===== src/rtl/rf_text_pkg.sv =====
// Shared types and address helper for the text-mode cell fetcher.
package rf_text_pkg;

    localparam int unsigned CELL_WID = 64;

    typedef logic [CELL_WID-1:0] cell_t;

    typedef enum logic [1:0] {
        IDLE,
        FETCH,
        WAIT
    } state_t;

    // Single conditional subtract: callers never pass more than 2*count-1.
    function automatic logic [31:0] wrap(input logic [31:0] x, input logic [31:0] count);
        return (x >= count) ? (x - count) : x;
    endfunction

endpackage


===== src/rtl/rf_text_cell_fifo.sv =====
// Synchronous first-word-fall-through FIFO with flush and occupancy output.
module rf_text_cell_fifo #(
    parameter int unsigned W     = 65,
    parameter int unsigned DEPTH = 8
) (
    input  logic                       i_clk,
    input  logic                       i_rst,
    input  logic                       i_flush,
    input  logic                       i_push,
    input  logic [W-1:0]               i_data,
    input  logic                       i_pop,
    output logic [W-1:0]               o_data,
    output logic                       o_empty,
    output logic [$clog2(DEPTH):0]     o_count
);

    localparam int unsigned PW = $clog2(DEPTH);

    logic [W-1:0]  r_mem [DEPTH];
    logic [PW-1:0] r_rd_ptr;
    logic [PW-1:0] r_wr_ptr;
    logic [PW:0]   r_count;
    logic          w_push;
    logic          w_pop;

    assign w_pop  = i_pop && (r_count != '0);
    assign w_push = i_push && ((32'(r_count) != DEPTH) || w_pop);

    always_ff @(posedge i_clk) begin
        if (w_push && !i_flush) begin
            r_mem[r_wr_ptr] <= i_data;
        end
    end

    always_ff @(posedge i_clk or posedge i_rst) begin
        if (i_rst) begin
            r_rd_ptr <= '0;
            r_wr_ptr <= '0;
            r_count  <= '0;
        end else if (i_flush) begin
            r_rd_ptr <= '0;
            r_wr_ptr <= '0;
            r_count  <= '0;
        end else begin
            if (w_push) begin
                r_wr_ptr <= r_wr_ptr + 1'b1;
            end
            if (w_pop) begin
                r_rd_ptr <= r_rd_ptr + 1'b1;
            end
            case ({w_push, w_pop})
                2'b10:   r_count <= r_count + 1'b1;
                2'b01:   r_count <= r_count - 1'b1;
                default: r_count <= r_count;
            endcase
        end
    end

    assign o_data  = r_mem[r_rd_ptr];
    assign o_empty = (r_count == '0);
    assign o_count = r_count;

endmodule


===== src/rtl/rf_text_cell_fetch.sv =====
// Text-mode cell fetcher: walks screen RAM one text row per scanline window
// and streams cells (with end-of-line flag) to the character renderer.
module rf_text_cell_fetch
    import rf_text_pkg::*;
#(
    parameter int unsigned WID             = 64,
    parameter int unsigned TEXT_CELL_COUNT = 49152,
    parameter int unsigned FIFO_DEPTH      = 8,
    parameter int unsigned AWID            = $clog2(TEXT_CELL_COUNT)
) (
    input  logic            clk_i,
    input  logic            rst_i,
    input  logic            frame_start_i,
    input  logic            line_start_i,
    input  logic [AWID-1:0] start_addr_i,
    input  logic [7:0]      cols_i,
    input  logic [5:0]      char_height_i,
    output logic            csb_o,
    output logic [AWID-1:0] adrb_o,
    input  logic [WID-1:0]  datb_i,
    output logic [WID-1:0]  cell_o,
    output logic            cell_valid_o,
    input  logic            cell_ready_i,
    output logic            eol_o,
    output logic [5:0]      scan_o,
    output logic            late_o
);

    localparam int unsigned CW = $clog2(FIFO_DEPTH) + 1;

    state_t          r_state;
    state_t          w_state_nxt;
    logic [AWID-1:0] r_row_base;
    logic [AWID-1:0] r_line_base;
    logic [7:0]      r_col;
    logic [7:0]      r_cols;
    logic [5:0]      r_scan;
    logic [5:0]      r_line_scan;
    logic            r_inflight;
    logic            r_inflight_eol;
    logic            r_late;

    logic            w_issue;
    logic            w_last;
    logic            w_room;
    logic            w_abort;
    logic [AWID-1:0] w_eff_base;
    logic [5:0]      w_eff_scan;
    logic [AWID-1:0] w_next_row;
    logic [AWID-1:0] w_rd_addr;
    logic [CW-1:0]   w_fifo_count;
    logic            w_fifo_empty;
    logic [WID:0]    w_fifo_head;

    // A frame start coincident with a line start takes effect for that line.
    assign w_eff_base = frame_start_i ? start_addr_i : r_row_base;
    assign w_eff_scan = frame_start_i ? '0 : r_scan;
    assign w_next_row = AWID'(wrap(32'(w_eff_base) + 32'(cols_i), TEXT_CELL_COUNT));
    assign w_rd_addr  = AWID'(wrap(32'(r_line_base) + 32'(r_col), TEXT_CELL_COUNT));
    assign w_last     = (r_col == r_cols - 8'd1);
    assign w_room     = (32'(w_fifo_count) + 32'(r_inflight)) < FIFO_DEPTH;
    assign w_abort    = line_start_i && (r_state != IDLE);

    always_comb begin
        w_state_nxt = r_state;
        w_issue     = 1'b0;
        case (r_state)
            FETCH: begin
                w_issue = !line_start_i && w_room;
                if (w_issue && w_last) begin
                    w_state_nxt = WAIT;
                end
            end
            WAIT: begin
                if (r_inflight) begin
                    w_state_nxt = IDLE;
                end
            end
            default: ;
        endcase
        if (line_start_i) begin
            w_state_nxt = (cols_i != '0) ? FETCH : IDLE;
        end
    end

    always_ff @(posedge clk_i or posedge rst_i) begin
        if (rst_i) begin
            r_state        <= IDLE;
            r_row_base     <= '0;
            r_line_base    <= '0;
            r_col          <= '0;
            r_cols         <= '0;
            r_scan         <= '0;
            r_line_scan    <= '0;
            r_inflight     <= 1'b0;
            r_inflight_eol <= 1'b0;
            r_late         <= 1'b0;
        end else begin
            r_state        <= w_state_nxt;
            r_inflight     <= w_issue;
            r_inflight_eol <= w_issue && w_last;
            r_late         <= w_abort;
            if (w_issue) begin
                r_col <= r_col + 8'd1;
            end
            if (line_start_i) begin
                r_line_base <= w_eff_base;
                r_line_scan <= w_eff_scan;
                r_col       <= '0;
                r_cols      <= cols_i;
                if (w_eff_scan == char_height_i) begin
                    r_scan     <= '0;
                    r_row_base <= w_next_row;
                end else begin
                    r_scan     <= w_eff_scan + 6'd1;
                    r_row_base <= w_eff_base;
                end
            end else if (frame_start_i) begin
                r_row_base <= start_addr_i;
                r_scan     <= '0;
            end
        end
    end

    // Abort flush beats the push of a datum returning for the old line.
    rf_text_cell_fifo #(
        .W     (WID + 1),
        .DEPTH (FIFO_DEPTH)
    ) u_fifo (
        .i_clk   (clk_i),
        .i_rst   (rst_i),
        .i_flush (w_abort),
        .i_push  (r_inflight),
        .i_data  ({r_inflight_eol, datb_i}),
        .i_pop   (cell_valid_o && cell_ready_i),
        .o_data  (w_fifo_head),
        .o_empty (w_fifo_empty),
        .o_count (w_fifo_count)
    );

    assign csb_o        = w_issue;
    assign adrb_o       = w_issue ? w_rd_addr : '0;
    assign cell_valid_o = !w_fifo_empty;
    assign cell_o       = cell_valid_o ? w_fifo_head[WID-1:0] : '0;
    assign eol_o        = cell_valid_o && w_fifo_head[WID];
    assign scan_o       = r_line_scan;
    assign late_o       = r_late;

endmodule


===== config.mk =====
export PLATFORM = sky130hd
export DESIGN_NAME = rf_text_cell_fetch
export DESIGN_NICKNAME = d
export VERILOG_FILES = /design/src/rtl/rf_text_pkg.sv /design/src/rtl/rf_text_cell_fifo.sv /design/src/rtl/rf_text_cell_fetch.sv
export SDC_FILE = /design/constraint.sdc
export NUM_CORES = 1
export LEC_CHECK = 0
export BUFFER_PORTS_ARGS = -buffer_cell sky130_fd_sc_hd__buf_2
export CORE_MARGIN = 1
export CORE_UTILIZATION = 40
export CTS_BUF_LIST = sky130_fd_sc_hd__clkbuf_16
export CTS_CLUSTER_DIAMETER = 150
export DETAILED_ROUTE_END_ITERATION = 12
export GPL_TIMING_DRIVEN = 0
export SETUP_SLACK_MARGIN = 0.2
export SLEW_MARGIN = 20
export SYNTH_ARGS = -nofsm -noshare
export SYNTH_HDL_FRONTEND = slang
export SYNTH_HIERARCHICAL = 1
export SYNTH_SLANG_ARGS = --single-unit

===== constraint.sdc =====
create_clock -name clk_i -period 10.7 [get_ports clk_i]
set_clock_uncertainty 0.15 [all_clocks]
set_input_delay 1.07 -clock clk_i [delete_from_list [all_inputs] [get_ports clk_i]]
set_output_delay 1.07 -clock clk_i [all_outputs]
set_load 0.05 [all_outputs]

# Yosys cells after proc, flatten, opt, wreduce, memory -nomap -nowiden
# Memories as Yosys holds them, arrays and structs flattened.
# Index checks and enable logic that the tools add are counted.
[classes]
add_sub_neg = 12
order_cmp = 3
eq_ne = 9
n_mux = 26
reduce_logical = 23
[op_table]
columns = ["op", "n"]
rows = [
  ["$mux W16", 6],
  ["$mux W64", 1],
  ["$add A16 B8 Y17", 2],
  ["$ge A17 B16 Y1 const B", 2],
  ["$sub A16 B16 Y16 const B", 2],
  ["$mux W6", 3],
  ["$mux W8", 2],
  ["$mux W3", 4],
  ["$logic_and A1 B1 Y1", 9],
  ["$add A8 B1 Y8 const B", 1],
  ["$eq A8 B8 Y1", 1],
  ["$pmux W4 S2", 1],
  ["$reduce_bool A2 Y1", 4],
  ["$reduce_bool A8 Y1", 1],
  ["$sub A8 B1 Y8 const B", 1],
  ["$add A3 B1 Y3 const B", 2],
  ["$add A6 B1 Y6 const B", 1],
  ["$eq A6 B6 Y1", 1],
  ["$mux W2", 3],
  ["$ne A3 B3 Y1 const B", 2],
  ["$reduce_bool A3 Y1", 2],
  ["$add A4 B1 Y5", 1],
  ["$lt A5 B4 Y1 const B", 1],
  ["$add A4 B1 Y4 const B", 1],
  ["other kinds (12)", 19],
]
[totals]
regBits = 75
ram_bits = 520
in_bits = 99
output_inout_bits = 90
wordCells = 87
memories = 1
[memory_table]
columns = ["name", "depth", "word_bits", "rd", "rd_clocked_by_memory_dff", "write_ports", "line_no", "source"]
rows = [
  ["u_fifo.r_mem", 8, 65, 1, 0, 1, "rf_text_cell_fifo.sv:19", "logic [W-1:0] r_mem [DEPTH];"],
]

# Logic depth before layout (Yosys ltp)
# Gate-level depths: netlist of run 1.
[depth]
word_depth = 9
ltp_mapped = 22
ltp_nobuf = 18

# Cells and area by module
# The synthesis of run 1 kept the hierarchy.
[modules_own_cells]
columns = ["mod", "instances", "cells_per_inst", "area_each_um2"]
rows = [
  ["rf_text_cell_fifo", 1, 831, 20178.1],
  ["rf_text_cell_fetch", 1, 570, 4943.5],
]

# Worst setup path after synthesis of run 1
# Ideal clock, no wire load.
[synth_timing]
path_type = "in2reg"
startpoint = "input cell_ready_i"
endpoint = "memory u_fifo.r_mem[0][0], enable pin"
setup_time_ps = 648
arrival_time_ps = 8089
path_slack_ps = 1813
path_stages = 5
n_path_buf = 0
cell_sequence = "nor2b_1 > nand2b_1 > o21ai_1 > or2_1 > nor4_1"
[synth_via]
elab_chain_cells = 7
[synth_lines]
columns = ["item", "line_no", "source"]
rows = [
  ["start, declared", "rf_text_cell_fetch.sv:23", "input logic cell_ready_i,"],
  ["$logic_and A1 B1 Y1", "rf_text_cell_fetch.sv:135", ".i_pop (cell_valid_o && cell_ready_i),"],
  ["$logic_and A1 B1 Y1", "rf_text_cell_fifo.sv:26", "assign w_pop = i_pop && (r_count != '0);"],
  ["$logic_or A1 B1 Y1", "rf_text_cell_fifo.sv:27", "assign w_push = i_push && ((32'(r_count) != DEPTH) || w_pop);"],
  ["$logic_and A1 B1 Y1", "rf_text_cell_fifo.sv:27", ""],
  ["$logic_and A1 B1 Y1", "rf_text_cell_fifo.sv:30", "if (w_push && !i_flush) begin"],
  ["$mux W1", "rf_text_cell_fifo.sv:30", ""],
  ["$mux W1 (not written as such)", "rf_text_cell_fifo.sv:31", "r_mem[r_wr_ptr] <= i_data;"],
  ["end, declared", "rf_text_cell_fifo.sv:19", ""],
]
# No other way between the ends.

# Worst setup path after layout of run 1
[layout_timing]
startpoint = "input frame_start_i"
endpoint = "register r_row_base[15]"
[layout_via]
elab_chain_cells = 6
elab_cells_between_ends = 9
[layout_lines]
columns = ["item", "line_no", "source"]
rows = [
  ["start, declared", "rf_text_cell_fetch.sv:13", "input logic frame_start_i,"],
  ["$mux W16 *", "n/a", ""],
  ["named net w_eff_base[0]", "rf_text_cell_fetch.sv:47", "logic [AWID-1:0] w_eff_base;"],
  ["$add A16 B8 Y17 *", "rf_text_cell_fetch.sv:58", "assign w_next_row = AWID'(wrap(32'(w_eff_base) + 32'(cols_i), TEXT_CELL_COUNT));"],
  ["$sub A16 B16 Y16 or $ge A17 B16 Y1 (tied branches)", "rf_text_pkg.sv:16", "return (x >= count) ? (x - count) : x;"],
  ["$mux W16 *", "rf_text_pkg.sv:16", ""],
  ["$mux W16 *", "rf_text_cell_fetch.sv:111", "if (w_eff_scan == char_height_i) begin"],
  ["$mux W16 *", "rf_text_cell_fetch.sv:106", "if (line_start_i) begin"],
  ["end signal, assigned", "rf_text_cell_fetch.sv:113", "r_row_base <= w_next_row;"],
  ["end signal, assigned", "rf_text_cell_fetch.sv:116", "r_row_base <= w_eff_base;"],
  ["end signal, assigned", "rf_text_cell_fetch.sv:119", "r_row_base <= start_addr_i;"],
  ["end, declared", "rf_text_cell_fetch.sv:33", "logic [AWID-1:0] r_row_base;"],
]
# The timed path passes the listed nets; every way through them passes the cells marked *.
# A chain may end at the register's enable or synchronous reset.

==> results of run 1 <==
[cells by family (layout without fill, tap and decap cells)]
family | Yosys count | count (layout) | synth area share
flops | 595 | 595 | 0.6963
simple gates | 274 | 274 | 0.05852
other cells | 0 | 2 | 0
compound gates | 131 | 131 | 0.03521
mux | 233 | 233 | 0.1616
fa+ha+maj | 27 | 27 | 0.01405
xor+xnor | 52 | 52 | 0.01813
buf+inv | 89 | 449 | 0.01619
[final timing paths]
| kind | slack, ps | end | cells past startpoint | start |
|---|---|---|---|---|
| worst max-delay path | 4250 | r_row_base[15]$_DFF_PP0_ | 22 | frame_start_i |
| worst min-delay path | 320 | late_o$_DFF_PP0_ | 2 | rst_i |
| worst max register to register | 6000 | r_row_base[15]$_DFF_PP0_ | 18 | r_row_base[0]$_DFF_PP0_ |
| worst min register to register | 360 | scan_o[2]$_DFFE_PP0P_ | 1 | scan_o[2]$_DFFE_PP0P_ |
| max in group asynchronous | 9530 | r_line_base[15]$_DFFE_PP0P_ | 3 | rst_i |
| min in group clk_i | 360 | scan_o[2]$_DFFE_PP0P_ | 1 | scan_o[2]$_DFFE_PP0P_ |
[power groups by stage]
stage	Combinational (uW)	Sequential [uW]	Clock [uW]
final	1670	2670	2200
after detailed placement	1690	2720	0
after global placement	1650	2740	0
after floorplan	1200	2720	0
after global routing	1780	2680	2340
after CTS	1700	2670	2260
[per-layer routing]
metal,global-route usage,vias up
met5,0,-
met4,0.05281,12
met3,0.03615,76
met2,0.3093,335
met1,0.2460,7046
li1,-,6174
[stage by stage]
| step | instances | setup WS, ps | power [uW] | instance area, um^2 | TNS, ps |
|---|---|---|---|---|---|
| finish | 2600 | 4248 | 6543 | 30060 | 0 |
| global placement | 2424 | -5314 | 4397 | 27100 | -687600 |
| global route | 2598 | 3813 | 6799 | 30050 | 0 |
| CTS | 2598 | 4256 | 6627 | 30050 | 0 |
| detailed placement | 2476 | 3605 | 4413 | 27930 | 0 |
| floorplan | 1401 | 1813 | 3921 | 25120 | 0 |
[sequential cells by signal, indices dropped and copies added (netlist names)]
register and cells:
r_inflight 1, r_inflight_eol 1, u_fifo/r_rd_ptr 3, r_col 8
r_scan 6, u_fifo/r_mem 520, r_cols 8, r_state 2
scan_o 6, r_line_base 16, r_row_base 16, late_o 1
u_fifo/o_count 4, u_fifo/r_wr_ptr 3
[final cells by class]
cell class                      count  area [um^2]  area share
Inverter                           22        85.08    0.002831
Buffer                             67        324.1     0.01078
Clock buffer                       67         1677     0.05578
Tap cell                          837         1047     0.03484
Timing Repair Buffer              238         1699     0.05653
Clock inverter                     55        440.4     0.01465
Antenna cell                        2        5.005   0.0001665
Multi-Input combinational cell    717         7287      0.2424
Sequential cell                   595        17490      0.5820
[placed cells by master (no fill, tap or decap), types with 10 or more instances in the layout]
| cell | instances |
|---|---|
| a21oi_1 | 41 |
| buf_16 | 18 |
| buf_2 | 218 |
| buf_4 | 20 |
| clkbuf_1 | 35 |
| clkbuf_16 | 67 |
| clkinv_1 | 10 |
| clkinv_2 | 13 |
| dfrtp_1 | 75 |
| edfxtp_1 | 520 |
| ha_1 | 25 |
| inv_1 | 36 |
| mux2_2 | 77 |
| mux2i_1 | 25 |
| mux4_2 | 130 |
| nand2_1 | 36 |
| nand3_1 | 16 |
| nor2_1 | 68 |
| nor2b_1 | 76 |
| nor3_1 | 10 |
| o21ai_0 | 27 |
| xnor2_1 | 26 |
| xor2_1 | 26 |
==> results.sh, run 1 <==
export IMPL_antenna_found_initial=6
export IMPL_final_fill_count=5244
export IMPL_crit_top_cell="buf_2"
export IMPL_min_period_ps=6452
export IMPL_hold_class="in2async"
export IMPL_drc=0
export IMPL_synth_edff_count=520
export IMPL_drtIter0Drc=954
export IMPL_cp_max_fo=10
export IMPL_synth_common_cells="edfxtp_1, mux4_2, mux2_2"
export IMPL_power_frac_seq=0.408
export IMPL_p_leak_uw=0.01050
export IMPL_crit_path_cell_trace="buf_2 > buf_2 > buf_2 > buf_1 > mux2i_1 > inv_1 > ha_1 > inv_1 > fa_1 > nor2b_1 > o21bai_1 > o2bb2ai_1 > or4b_1 > nor3_1 > xnor2_1 > ha_1 > nand2_1 > nor4_1 > o2111ai_1 > nor4b_2 > o21ba_2 > o22ai_1"
export IMPL_post_cts_setup_buffers=0
export IMPL_rsz0062_at_grt="no"
export IMPL_yosysTopAreaCell="edfxtp_1"
export IMPL_portBuffers=186
export IMPL_comb_power_share=0.255
export IMPL_arrival_ps=6760
export IMPL_top_layer="met5"
export IMPL_viasPerCell=5.247
export IMPL_ir_drop_mv=0.1003
export IMPL_ys_async_sr_fraction=0.1261
export IMPL_cts_resized=0
export IMPL_relSlewSlack=0.3390
export IMPL_pin_count=189
export IMPL_synth_area_mm2=0.02512
export IMPL_critPathMaxStageDelay_ps=590
export IMPL_p_per_area_mw_per_mm2=217.7
export IMPL_worst_setup_path_end_kind="flop"
export IMPL_critPathTopFamily="simple AND/OR/NAND/NOR gates"
export IMPL_synth_distinct_cells=75
export IMPL_timing_fmax_mhz=155.0
export IMPL_insertion_delay_ps=590
export IMPL_maxCapViolCount=0
export IMPL_grt_usage=0.1852
export IMPL_drt_wl_total_um=57780
export IMPL_met3WireLength_um=3047
export IMPL_core_area_mm2=0.06183
export IMPL_tightest_slew_ps=991.5
export IMPL_clkPwrFrac=0.336
export IMPL_ys_seq_area_frac=0.6963
export IMPL_area_growth_pct=19.64
export IMPL_crit_type="in2reg"
export IMPL_cts_tree="built"
export IMPL_dieArea_mm2=0.06381
export IMPL_met2_length_um=28750
export IMPL_synth_seq_cells=595
export IMPL_clkTransAtPathRegs_ps=60
export IMPL_crit_required_ps=11010
export IMPL_ys_top_cells_by_area="edfxtp_1, mux4_2, dfrtp_1"
export IMPL_critPathSlowestCell="or4b_1"
export IMPL_grt_overflow=0
export IMPL_yosysMostFrequentCell="edfxtp_1"
export IMPL_dr_pass1_iters=7
export IMPL_num_rows=91
export IMPL_fp_dieH_um=252.6
export IMPL_worst_path_buf_inv=6
export IMPL_wl_met1_um=24950
export IMPL_synth_ff_type="edfxtp_1"
export IMPL_vias=13640
export IMPL_syn_avg_cell_area_um2=17.93
export IMPL_yosys_warnings=6
export IMPL_period_share=0.6030
export IMPL_cts_made_buffers=66
export IMPL_hold_violations=0
export IMPL_postCtsHoldBufs=0
export IMPL_power_switching_uw=2103
export IMPL_syn_inst=1401
export IMPL_worstSetupStartpointType="input port"
export IMPL_gp_congestion=0.8410
export IMPL_layout_drive_gt1_share=0.3362
export IMPL_dp_hpwl_um=39530
export IMPL_internal_power_uw=4440
export IMPL_start_util=0.4063
export IMPL_syn_nets=1527
export IMPL_grt_pass1_wl_um=87250
export IMPL_grt_max_degree=42
export IMPL_setup_viol=0
export IMPL_cts_path_max_buffers=3
export IMPL_clock_sinks=595
export IMPL_swShare=0.3214
export IMPL_wl_per_cell_um=22.22
export IMPL_die_w_um=252.6
export IMPL_nNetsFinal=1833
export IMPL_synth_top_area_share=0.6216
export IMPL_drv_slew=0
export IMPL_antenna_left=0
export IMPL_first_global_vias=14220
export IMPL_htreeDepth=3
export IMPL_fin_hold_ws_ps=322.6
export IMPL_status="complete, no violations"
export IMPL_clock_tree_root_cell="clkbuf_16"
export IMPL_postLayoutCoreUtil=0.4861
Power figures use the tool's default switching activity.
==> inputs of run 2 (changes only) <==
==> constraint.sdc (replaced) <==
create_clock -name clk_i -period 5.35 [get_ports clk_i]
set_clock_uncertainty 0.15 [all_clocks]
set_input_delay 0.535 -clock clk_i [delete_from_list [all_inputs] [get_ports clk_i]]
set_output_delay 0.535 -clock clk_i [all_outputs]
set_load 0.05 [all_outputs]
==> run 2 against run 1 <==
  * Utilization up 0.39 points
  * Hold slack worse by 290 ps
  * Critical endpoint is now adrb_o[14]
  * Largest cell class unchanged
  * Combinational power up 100%
  * First-iteration DRC count down 4.4%
  * Power up 100%
  * Sequential cell count unchanged
==> results.sh, run 2 (synthesis gave the netlist of run 1 again) <==
export IMPL_critPathMaxStageDelay_ps=490
export IMPL_setup_viol=0
export IMPL_dr_pass1_iters=4
export IMPL_holdPathEnd="u_fifo/r_mem[5][33]$_DFFE_PP_"
export IMPL_final_area_mm2=0.03030
export IMPL_cp_max_fo=7
export IMPL_grt_max_degree=44
export IMPL_num_rows=91
export IMPL_dieArea_mm2=0.06381
export IMPL_rr_startpoint="u_fifo/o_count[0]$_DFFE_PP0P_"
export IMPL_fin_hold_ws_ps=34.36
export IMPL_cts_tree="built"
export IMPL_rsz0062_at_grt="no"
export IMPL_min_from="datb_i[33]"
export IMPL_nNetsFinal=1836
export IMPL_ir_drop_mv=0.3271
export IMPL_fp_dieH_um=252.6
export IMPL_p_leak_uw=0.01047
export IMPL_top_regs="u_fifo/r_mem x520, r_line_base x16, r_row_base x16"
export IMPL_portBuffers=186
export IMPL_final_cell_mix="edfxtp_1, buf_2, mux4_2"
export IMPL_insertion_delay_ps=610
export IMPL_hold_violations=0
export IMPL_period_share=0.9175
export IMPL_crit_path_cell_trace="ha_4 > nand3_1 > o211ai_1 > o211a_1 > clkbuf_4 > and4_4 > xor2_4 > ha_2 > nor4b_4 > nand4_1 > o41ai_4 > mux2i_1 > a31oi_1 > buf_4"
export IMPL_reg2reg_slack_ps=670
export IMPL_hold_class="in2reg"
export IMPL_drtIter0Drc=912
export IMPL_worst_setup_path_end_kind="primary output"
export IMPL_dp_hpwl_um=38790
export IMPL_drc=0
export IMPL_worstRegToRegCells=11
export IMPL_drv_slew=0
export IMPL_final_fill_count=5188
export IMPL_regMostFlops="u_fifo/r_mem"
export IMPL_cts_made_buffers=61
export IMPL_grt_pass1_wl_um=88010
export IMPL_htreeDepth=2
export IMPL_largest_register_ffs=520
export IMPL_clock_sinks=595
export IMPL_vias=13700
export IMPL_viasPerCell=5.267
export IMPL_layout_drive_gt1_share=0.3468
export IMPL_maxCapViolCount=0
export IMPL_wl_per_cell_um=22.27
export IMPL_status="complete, no violations"
export IMPL_antenna_found_initial=8
export IMPL_dp_worst_setup_slack_ps=-871.8
export IMPL_gp_congestion=0.8460
export IMPL_arrival_ps=4220
export IMPL_first_global_vias=14280
export IMPL_timing_fmax_mhz=203.7
export IMPL_fin_ws_ps=441.4
export IMPL_worstSetupStartpointType="flop"
export IMPL_post_dp_cell_area_mm2=0.02783
export IMPL_critPathSlowestCell="o41ai_4"
export IMPL_postLayoutCoreUtil=0.4901
export IMPL_cts_path_max_buffers=3
export IMPL_crit_required_ps=4660
export IMPL_min_period_ps=4909
export IMPL_grt_overflow=0
export IMPL_final_setup_tns_ps=0
export IMPL_clkTransAtPathRegs_ps=60
export IMPL_clock_tree_root_cell="clkbuf_16"
export IMPL_grt_usage=0.1844
export IMPL_antenna_left=0
export IMPL_start_util=0.4063
export IMPL_hold_depth=1
export IMPL_area_growth_pct=20.61
export IMPL_core_area_mm2=0.06183
export IMPL_layout_commonest_cell="edfxtp_1"
export IMPL_crit_type="reg2out"
export IMPL_tightest_slew_ps=975.9
export IMPL_pin_count=189
export IMPL_r2r_end="u_fifo/r_mem[1][41]$_DFFE_PP_"
export IMPL_relSlewSlack=0.3494
export IMPL_drt_wl_total_um=57950
export IMPL_p_per_area_mw_per_mm2=433.9
export IMPL_die_w_um=252.6
==> run 2: final cells by class <==
type	instances	area, um^2	share of cell area
sequential	595	17500	0.5775
inverter	22	85.08	0.002808
clock inverter	54	576.8	0.01904
buffer	67	340.3	0.01123
multi-input combinational	717	7432	0.2453
timing repair buffer	246	1785	0.05893
antenna	3	7.507	0.0002478
tap	837	1047	0.03456
clock buffer	61	1526	0.05038
==> run 2: critical path: cells and delay by family, from the launching register on <==
family | cells | cell delay (ps)
and+or+nand+nor | 4 | 710
DFF | 1 | 470
buffers and inverters | 2 | 390
xor gates and xnor gates | 1 | 180
AOI/OAI and AO/OA | 4 | 1080
adders and majority gates | 2 | 520
muxes | 1 | 240
==> run 2: worst max-delay path by stage <==
stage	from	end
detailed placement	frame_start_i	r_row_base[15]$_DFF_PP0_
global placement	u_fifo/o_count[2]$_DFFE_PP0P_	u_fifo/r_mem[2][43]$_DFFE_PP_
CTS	frame_start_i	r_row_base[15]$_DFF_PP0_
floorplan	frame_start_i	r_row_base[15]$_DFF_PP0_
global route	r_col[4]$_DFFE_PP0P_	adrb_o[14]
finish	r_col[4]$_DFFE_PP0P_	adrb_o[14]
==> run 2: metrics by stage <==
stage	cells	power, uW
2_1_floorplan	1401	7832
3_3_place_gp	2424	8769
3_5_place_dp	2462	8840
4_1_cts	2591	13290
5_1_grt	2601	13650
6_report	2602	13150
==> run 2: per-layer routing <==
| layer | share of wire | routed length [um] | global-route usage |
|---|---|---|---|
| met5 | 0.0010 | 60 | 0 |
| met4 | 0.016 | 940 | 0.04139 |
| met3 | 0.055 | 3159 | 0.03574 |
| met2 | 0.49 | 28380 | 0.3060 |
| met1 | 0.44 | 25410 | 0.2514 |
==> run 2: power by group <==
part	internal [uW]	total [uW]	switching (uW)
Sequential	5260	5350	87.1
Clock	2620	4410	1800
Combinational	1070	3380	2320
==> run 2: timing repair <==
action / 4_1_cts / 5_1_grt
endpoints found under the setup margin: 4 / 4
gates cloned: 0 / 0
endpoints found under the hold margin: 86 / 0
pin swaps: 2 / 8
hold buffers: 13 / 0
setup buffers: 1 / 8
resized for setup: 9 / 28
==> inputs of run 3 (changes only) <==
--- a/config.mk
+++ b/config.mk
@@ -6,6 +6,7 @@
 export NUM_CORES = 1
 export LEC_CHECK = 0
 export BUFFER_PORTS_ARGS = -buffer_cell sky130_fd_sc_hd__buf_2
+export CORE_ASPECT_RATIO = 0.6
 export CORE_MARGIN = 1
 export CORE_UTILIZATION = 40
 export CTS_BUF_LIST = sky130_fd_sc_hd__clkbuf_16
==> run 3 against run 2 <==
  * Critical path depth unchanged
  * Worst setup slack lost 160 ps
  * Largest cell class unchanged
  * Largest power group unchanged
  * Non-clock buffer count rose by 7
  * Design area shrank 1.3%
  * Via count increased by 0.54%
  * Cell count down 0.69%
==> results.sh, run 3 (synthesis gave the netlist of run 1 again) <==
export IMPL_status="complete, no violations"
export IMPL_timing_fmax_mhz=197.2
export IMPL_power_switching_uw=4115
export IMPL_final_cell_mix="edfxtp_1, buf_2, mux4_2"
export IMPL_swShare=0.3318
export IMPL_cp_max_fo=7
export IMPL_viasPerCell=5.332
export IMPL_worst_setup_path_end_kind="primary output"
export IMPL_start_util=0.4086
export IMPL_met1_usage=0.2725
export IMPL_insertion_delay_ps=610
export IMPL_grt_max_degree=39
export IMPL_antenna_found_initial=7
export IMPL_post_dp_cell_area_mm2=0.02778
export IMPL_regMostFlops="u_fifo/r_mem"
export IMPL_dp_hpwl_um=39080
export IMPL_power_frac_seq=0.431
export IMPL_drt_wl_total_um=57640
export IMPL_critPathTopFamily="compound AO/OA/AOI/OAI gates"
export IMPL_top_regs="u_fifo/r_mem x520, r_line_base x16, r_row_base x16"
export IMPL_maxCapViolCount=0
export IMPL_relSlewSlack=0.3564
export IMPL_drc=0
export IMPL_nNetsFinal=1835
export IMPL_ir_drop_mv=0.3696
export IMPL_cts_tree="built"
export IMPL_rsz0062_at_grt="yes"
export IMPL_wl_per_cell_um=22.30
export IMPL_layout_drive_gt1_share=0.3417
export IMPL_layout_commonest_cell="edfxtp_1"
export IMPL_comb_power_share=0.276
export IMPL_vias=13780
export IMPL_grtUsageMet2=0.2698
export IMPL_grt_pass1_wl_um=86920
export IMPL_worstSetupStartpointType="flop"
export IMPL_die_w_um=325.5
export IMPL_crit_type="reg2out"
export IMPL_crit_top_cell="buf_6"
export IMPL_hold_violations=0
export IMPL_clkPwrFrac=0.294
export IMPL_worst_path_buf_inv=2
export IMPL_gp_congestion=0.8743
export IMPL_clock_tree_root_cell="clkbuf_16"
export IMPL_use_met3=0.03630
export IMPL_cts_made_buffers=53
export IMPL_internal_power_uw=8286
export IMPL_clock_sinks=595
export IMPL_final_fill_count=5231
export IMPL_busiest_layer="met1"
export IMPL_crit_required_ps=4660
export IMPL_post_place_cells=2450
export IMPL_tightest_slew_ps=957.4
export IMPL_drtIter0Drc=1061
export IMPL_largest_register_ffs=520
export IMPL_dr_pass1_iters=5
export IMPL_setup_viol=0
export IMPL_critPathMaxStageDelay_ps=510
export IMPL_p_leak_uw=0.01030
export IMPL_cts_path_max_buffers=3
export IMPL_fin_cells=2584
export IMPL_first_global_vias=14090
export IMPL_final_area_mm2=0.02989
export IMPL_crit_path_cell_trace="ha_4 > nand3_1 > o211ai_1 > o211a_1 > buf_6 > and4_4 > xor2_2 > ha_2 > nor4b_4 > nand4_1 > o41ai_4 > mux2i_1 > a31oi_2 > buf_6"
export IMPL_period_share=0.9480
export IMPL_clkTransAtPathRegs_ps=70
export IMPL_drv_slew=0
export IMPL_grt_overflow=0
export IMPL_pin_count=189
export IMPL_dieArea_mm2=0.06384
export IMPL_fp_dieH_um=196.1
export IMPL_core_area_mm2=0.06148
export IMPL_num_rows=70
export IMPL_antenna_left=0
export IMPL_area_growth_pct=19.00
export IMPL_p_per_area_mw_per_mm2=414.8
export IMPL_grt_usage=0.1807
export IMPL_critPathSlowestCell="o41ai_4"
export IMPL_htreeDepth=2
export IMPL_hold_class="in2reg"
export IMPL_portBuffers=186
export IMPL_arrival_ps=4390
export IMPL_min_period_ps=5072
run 3: changes by cell type in the layout (fill, tap and decap cells not counted), moves of 2 or more:
cell	delta
buf_4	+7
dfrtp_2	+2
clkinvlp_4	-2
clkinv_2	-9
inv_6	+2
dfrtp_1	-2
inv_1	+8
clkbuf_16	-8
bufinv_16	-8
clkinvlp_2	+2
run 3: cell type report:
class | instances | area [um^2] | area share
Sequential cell | 595 | 17500 | 0.5855
Multi-Input combinational cell | 717 | 7461 | 0.2496
Timing Repair Buffer | 253 | 1818 | 0.06082
Clock buffer | 53 | 1326 | 0.04437
Tap cell | 828 | 1036 | 0.03466
Buffer | 67 | 351.6 | 0.01176
Clock inverter | 46 | 306.5 | 0.01025
Inverter | 22 | 85.08 | 0.002846
Antenna cell | 3 | 7.507 | 0.0002511
run 3: final timing paths:
path	start	to	slack, ps	cells after the start
min	datb_i[16]	u_fifo/r_mem[3][16]$_DFFE_PP_	50	1
max	r_col[4]$_DFFE_PP0P_	adrb_o[14]	280	14
max reg2reg	r_row_base[0]$_DFF_PP0_	r_row_base[15]$_DFF_PP0_	820	19
max in group asynchronous	rst_i	r_line_base[1]$_DFFE_PP0P_	4190	4
min in group asynchronous	rst_i	r_col[1]$_DFFE_PP0P_	330	3
min reg2reg	scan_o[4]$_DFFE_PP0P_	scan_o[4]$_DFFE_PP0P_	350	1
run 3: per-layer routing:
metal | part of all wire | vias up | wire (um)
li1 | - | 6180 | -
met1 | 0.48 | 7203 | 27640
met2 | 0.45 | 320 | 25780
met3 | 0.057 | 69 | 3265
met4 | 0.016 | 6 | 906
met5 | 0.00071 | - | 41
run 3: power by group through the flow:
stage                     clock network [uW]  logic (uW)  registers [uW]
final                                   3640        3420            5340
after global routing                    3900        3630            5360
after CTS                               3740        3430            5340
after detailed placement                   0        3380            5440
after global placement                     0        3300            5460
after floorplan                            0        2400            5430
run 3: stage by stage:
| step | total power [uW] | hold slack (ps) | util | setup TNS (ps) | worst slack [ps] |
|---|---|---|---|---|---|
| after global routing | 12890 | 25.92 | 0.4861 | 0 | 72.17 |
| after CTS | 12510 | 0.1424 | 0.4829 | 0 | 162.9 |
| after floorplan | 7832 | 225.2 | - | 0 | 304.9 |
| after global placement | 8755 | 339.0 | 0.4411 | -1374430 | -3174 |
| final | 12400 | 46.30 | 0.4862 | 0 | 278.1 |
| after detailed placement | 8824 | 342.6 | 0.4518 | -1744 | -882.5 |
run 3: repair_timing:
item,4_1_cts,5_1_grt
endpoints found under the setup margin,4,4
pin swaps,8,16
gates resized for setup,25,24
setup buffers,6,13
endpoints found under the hold margin,94,0
hold buffers,13,0
